**src/rtl/pulse_period_monitor.sv**
```systemverilog
// Receive-side period checker for a pulse train: measures the spacing of
// rising edges and reports lock, mismatch and loss of pulse.
module pulse_period_monitor #(
  parameter int CNT_W      = 8,
  parameter int TIMEOUT    = 64,
  parameter int LOCK_COUNT = 3
) (
  input  logic             clk,
  input  logic             rst,
  input  logic             pulse_in,
  input  logic [3:0]       EXPECTED_N,
  output logic [CNT_W-1:0] period_out,
  output logic             period_valid,
  output logic             locked,
  output logic             mismatch,
  output logic             timeout
);

  localparam int MW = $clog2(LOCK_COUNT + 1);
  localparam logic [CNT_W-1:0] CMAX = '1;
  localparam logic [CNT_W-1:0] TO_V = CNT_W'(TIMEOUT);
  localparam logic [MW-1:0]    LC_V = MW'(LOCK_COUNT);

  typedef enum logic [1:0] {
    IDLE,
    ARMED,
    TRACK
  } state_t;

  state_t           r_state;
  state_t           w_state_nxt;
  logic             r_s1;
  logic             r_s2;
  logic             r_s3;
  logic [3:0]       r_exp;
  logic [CNT_W-1:0] r_cnt;
  logic [CNT_W-1:0] w_cnt_nxt;
  logic [CNT_W-1:0] w_per_nxt;
  logic [MW-1:0]    r_match;
  logic [MW-1:0]    w_match_nxt;
  logic             w_edge;
  logic             w_cmp_en;
  logic             w_cfg_chg;
  logic             w_hit;
  logic             w_pv;
  logic             w_mm;
  logic             w_to;
  logic             w_lock_nxt;

  assign w_edge    = r_s2 & ~r_s3;
  assign w_cmp_en  = EXPECTED_N >= 4'd2;
  assign w_cfg_chg = r_exp != EXPECTED_N;
  assign w_hit     = r_cnt == CNT_W'(EXPECTED_N);

  always_comb begin
    w_state_nxt = r_state;
    w_cnt_nxt   = r_cnt;
    w_per_nxt   = period_out;
    w_match_nxt = r_match;
    w_lock_nxt  = locked;
    w_pv        = 1'b0;
    w_mm        = 1'b0;
    w_to        = 1'b0;
    unique case (r_state)
      IDLE: begin
        w_cnt_nxt = '0;
        if (w_edge) begin
          w_state_nxt = ARMED;
          w_cnt_nxt   = CNT_W'(1);
        end
      end
      ARMED, TRACK: begin
        // an edge landing on the timeout cycle still counts as a period
        if (w_edge) begin
          w_cnt_nxt   = CNT_W'(1);
          w_per_nxt   = r_cnt;
          w_pv        = 1'b1;
          w_state_nxt = TRACK;
        end else if (r_cnt == TO_V) begin
          w_to        = 1'b1;
          w_cnt_nxt   = '0;
          w_state_nxt = IDLE;
          w_match_nxt = '0;
          w_lock_nxt  = 1'b0;
        end else if (r_cnt != CMAX) begin
          w_cnt_nxt = r_cnt + CNT_W'(1);
        end
      end
      default: w_state_nxt = IDLE;
    endcase
    if (w_pv && w_cmp_en) begin
      if (w_hit) begin
        if (r_match != LC_V) begin
          w_match_nxt = r_match + MW'(1);
        end
        if (w_match_nxt == LC_V) begin
          w_lock_nxt = 1'b1;
        end
      end else begin
        w_mm        = 1'b1;
        w_match_nxt = '0;
        w_lock_nxt  = 1'b0;
      end
    end
    // new target or disabled compare: lock must re-qualify
    if (!w_cmp_en || w_cfg_chg) begin
      w_match_nxt = '0;
      w_lock_nxt  = 1'b0;
    end
  end

  always_ff @(posedge clk) begin
    if (rst) begin
      r_s1         <= 1'b0;
      r_s2         <= 1'b0;
      r_s3         <= 1'b0;
      r_state      <= IDLE;
      r_cnt        <= '0;
      r_match      <= '0;
      period_out   <= '0;
      period_valid <= 1'b0;
      locked       <= 1'b0;
      mismatch     <= 1'b0;
      timeout      <= 1'b0;
    end else begin
      r_s1         <= pulse_in;
      r_s2         <= r_s1;
      r_s3         <= r_s2;
      r_state      <= w_state_nxt;
      r_cnt        <= w_cnt_nxt;
      r_match      <= w_match_nxt;
      period_out   <= w_per_nxt;
      period_valid <= w_pv;
      locked       <= w_lock_nxt;
      mismatch     <= w_mm;
      timeout      <= w_to;
    end
  end

  always_ff @(posedge clk) begin
    r_exp <= EXPECTED_N;
  end

endmodule

```
**config.mk**
```make
export PLATFORM = sky130hd
export DESIGN_NAME = pulse_period_monitor
export DESIGN_NICKNAME = d
export VERILOG_FILES = /design/src/rtl/pulse_period_monitor.sv
export SDC_FILE = /design/constraint.sdc
export NUM_CORES = 1
export LEC_CHECK = 0
export ABC_AREA = 1
export BUFFER_PORTS_ARGS = -buffer_cell sky130_fd_sc_hd__buf_4
export CORE_MARGIN = 3
export CORE_UTILIZATION = 35
export CTS_CLUSTER_SIZE = 10
export DETAILED_ROUTE_END_ITERATION = 10
export GPL_TIMING_DRIVEN = 0
export MAX_ROUTING_LAYER = met4
export PLACE_DENSITY_LB_ADDON = 0.25
export RECOVER_POWER = 100
export SLEW_MARGIN = 15
export SYNTH_ARGS = -nofsm -noshare
export SYNTH_HDL_FRONTEND = slang
export SYNTH_SLANG_ARGS = --single-unit
```
**constraint.sdc**
```tcl
create_clock -name clk -period 1.85 [get_ports clk]
set_input_delay 0.4625 -clock clk [delete_from_list [all_inputs] [get_ports clk]]
set_output_delay 0.4625 -clock clk [all_outputs]
set_load 0.01 [all_outputs]
```
==> results.sh <==
export IMPL_run_status="completed"
export IMPL_synth_ff_latch_count=31
export IMPL_fin_tns_setup_ns=0
export IMPL_clock_latency_ns=0.29
export IMPL_syn_area_per_cell_sq_um=7.25
export IMPL_register_area_sq_um=622
export IMPL_ys_flop_type="dfxtp_1"
export IMPL_crit_path_start_kind="flop"
export IMPL_cts_max_path_buffers=2
export IMPL_num_fill_cells=426
export IMPL_yosysSeqAreaShare=0.439
export IMPL_root_buffer="clkbuf_8"
export IMPL_power_density_nw_per_um2=805
export IMPL_die_height_microns=69.6
export IMPL_seq_power_share=0.515
export IMPL_finalHoldViolations=0
export IMPL_post_drt_via_cell_ratio=4.66
export IMPL_num_rows=22
export IMPL_drc_errors=0
export IMPL_grt_pass1_wl_microns=4970
export IMPL_routed_wl_microns=3040
export IMPL_gp_congestion=0.847
export IMPL_dr_pass1_iters=4
export IMPL_swShare=0.217
export IMPL_yosysMostFrequentCell="nand2_1"
export IMPL_clkPwrFrac=0.431
export IMPL_ys_top_cells_by_area="dfxtp_1, nand2_1, a21oi_1"
export IMPL_cts_hold_buf=0
export IMPL_crit_type="flop to flop"
export IMPL_fin_ws_ns=0.225
export IMPL_cp_data_arrival_time_ns=1.84
export IMPL_worst_slew_pin_transition_ns=0.437
export IMPL_antenna_found_initial=0
export IMPL_min_to="r_exp[0]$_DFF_P_"
export IMPL_antenna_left=0
export IMPL_core_area_sq_um=3770
export IMPL_start_util=0.375
export IMPL_n_antenna_cell=0
export IMPL_worstSetupEndpointType="flop"
export IMPL_fin_skew_ns=0.00416
export IMPL_fin_crit_ns=1.62
export IMPL_r2r_end="r_cnt[0]$_SDFFE_PP0P_"
export IMPL_dpl_cell_area_sq_um=1610
export IMPL_synth_area_sq_um=1410
export IMPL_postSynth_asyncResetShare=0
export IMPL_track_usage=0.136
export IMPL_r2r_start="r_cnt[1]$_SDFFE_PP0P_"
export IMPL_crit_required_ns=2.06
export IMPL_ios=19
export IMPL_hold_depth=1
export IMPL_r2r_cells=11
export IMPL_netlist_top_cells_count="nand2_1, dfxtp_1, inv_1, a21oi_1, nand3_1"
export IMPL_fin_crit_sh=0.878
export IMPL_max_freq_mhz=615
export IMPL_place_ws_ns=0.101
export IMPL_maxSlewViolCount=0
export IMPL_fin_area_sq_um=1660
export IMPL_num_vias=1254
export IMPL_fin_nets=232
export IMPL_grt_max_degree=11
export IMPL_vdd_drop_max_v=0.000358
export IMPL_yosysTopAreaCell="dfxtp_1"
export IMPL_synth_fp_nets=207
export IMPL_synth_warnings=0
export IMPL_max_cap_violations=0
export IMPL_total_power_w=0.00134
export IMPL_grt_remaining_overflow=0
export IMPL_fin_cells=269
export IMPL_numCtsBuffers=5
export IMPL_dieArea_sq_um=4840
export IMPL_area_growth_pct=17.4
export IMPL_io_buffers=18
export IMPL_power_switching_w=0.000290
export IMPL_drive_gt1_frac=0.0860
export IMPL_hp_class="input pin to flop"
export IMPL_min_from="EXPECTED_N[0]"
export IMPL_dp_hpwl_microns=2260
export IMPL_relSlewSlack=0.709
export IMPL_cts_htree_levels=2
export IMPL_dp_cells=261
export IMPL_grt_pass1_vias=1098
export IMPL_p_int_w=0.00105
export IMPL_finalSetupViolations=0
export IMPL_power_frac_comb=0.054
export IMPL_multiInputGateArea_sq_um=674
export IMPL_rrSetupSlack_ns=0.23
export IMPL_rsz0062_at_grt="false"
export IMPL_crit_fanout=10
export IMPL_synth_edf_count=0
export IMPL_cellLeakagePower_nw=0.694
export IMPL_cts_sinks=31
export IMPL_wl_per_cell_microns=11.3
export IMPL_cts_reportedPaths_clkPinSlew_ns=0.06
export IMPL_cts_tree="built"
export IMPL_die_w_microns=69.6
export IMPL_synthCells=195
export IMPL_synthDistinctLibCells=23
export IMPL_drtIter0Drc=62
export IMPL_yosysTopAreaCellShare=0.439
-- state kept, by name, indices dropped and copies added (netlist names) --
register,count
locked,1
mismatch,1
period_out,8
period_valid,1
r_cnt,8
r_exp,4
r_match,2
r_s1,1
r_s2,1
r_s3,1
r_state,2
timeout,1
-- final cells by class --
type | instances | share of cell area
clock buffer | 8 | 0.0603
sequential | 31 | 0.375
tap | 48 | 0.0362
inverter | 29 | 0.0656
buffer | 4 | 0.0143
multi-input combinational | 131 | 0.406
timing repair buffer | 18 | 0.0430
-- placed cells by master, fill, tap and decap left out, drive strengths merged --
cell / n
buf: 3
nand2: 38
nand4: 1
o22ai: 1
xor2: 3
nand3: 19
dfxtp: 31
a21oi: 23
a31oi: 1
nor2: 19
clkbuf: 27
inv: 29
or2: 2
nor3b: 1
xnor2: 1
ha: 5
o21ai: 14
nor3: 3
-- repair_timing --
action                                 4_1_cts  5_1_grt
endpoints found under the hold margin        0        0
setup endpoints to repair                    0        9
buffers inserted                             0        0
gates resized for setup                      0        4
-- stage by stage --
step	util	hold slack, ns
3_5_place_dp	0.427	0.397
6_report	0.440	0.333
3_3_place_gp	0.427	0.393
2_1_floorplan	-	0.388
4_1_cts	0.453	0.292
5_1_grt	0.440	0.323
-- logic make-up (layout without fill, tap and decap cells) --
kind of cell,Yosys count,in the layout,share of synthesized area
AND/OR/NAND/NOR,83,83,0.258
AO/OA/AOI/OAI,39,39,0.140
buffers and inverters,33,59,0.0938
flip-flops,31,31,0.439
adder cells (fa/ha/maj),5,5,0.0442
XOR/XNOR,4,4,0.0248
-- power by group through the flow --
stage / registers [W] / clock network [W] / logic [W]
6_report: 0.000688 / 0.000576 / 0.0000722
5_1_grt: 0.000689 / 0.000638 / 0.0000849
4_1_cts: 0.000688 / 0.000597 / 0.0000775
3_5_place_dp: 0.000702 / 0 / 0.0000771
3_3_place_gp: 0.000702 / 0 / 0.0000769
2_1_floorplan: 0.000702 / 0 / 0.0000453
-- critical path, stage by stage (launching register included) --
cell and delay (ns):
dfxtp_1 0.33, inv_1 0.14, ha_1 0.17, nand2_1 0.05, nor2_1 0.15, nand2_1 0.10
nand2_1 0.11, nand2_1 0.07, nand2_2 0.08, buf_6 0.14, o21ai_0 0.08, a21oi_1 0.14
-- worst max path at each step --
stage | from | end | slack (ns)
floorplan | r_state[1]$_SDFFE_PP0P_ | r_cnt[0]$_SDFFE_PP0P_ | 0.30
global placement | r_state[1]$_SDFFE_PP0P_ | locked$_SDFF_PP0_ | 0.11
detailed placement | r_state[1]$_SDFFE_PP0P_ | locked$_SDFF_PP0_ | 0.10
CTS | r_state[1]$_SDFFE_PP0P_ | locked$_SDFF_PP0_ | 0.08
global route | r_cnt[1]$_SDFFE_PP0P_ | r_cnt[0]$_SDFFE_PP0P_ | 0.008
finish | r_cnt[1]$_SDFFE_PP0P_ | r_cnt[0]$_SDFFE_PP0P_ | 0.23
-- routing by layer --
layer | vias to the layer above | GRT usage | wire length, microns
li1 | 679 | - | -
met1 | 538 | 0.171 | 1520
met2 | 33 | 0.189 | 1260
met3 | 4 | 0.0522 | 197
met4 | 0 | 0.0716 | 64
met5 | - | - | 0
Note: power is estimated with default switching activity, not from simulation.
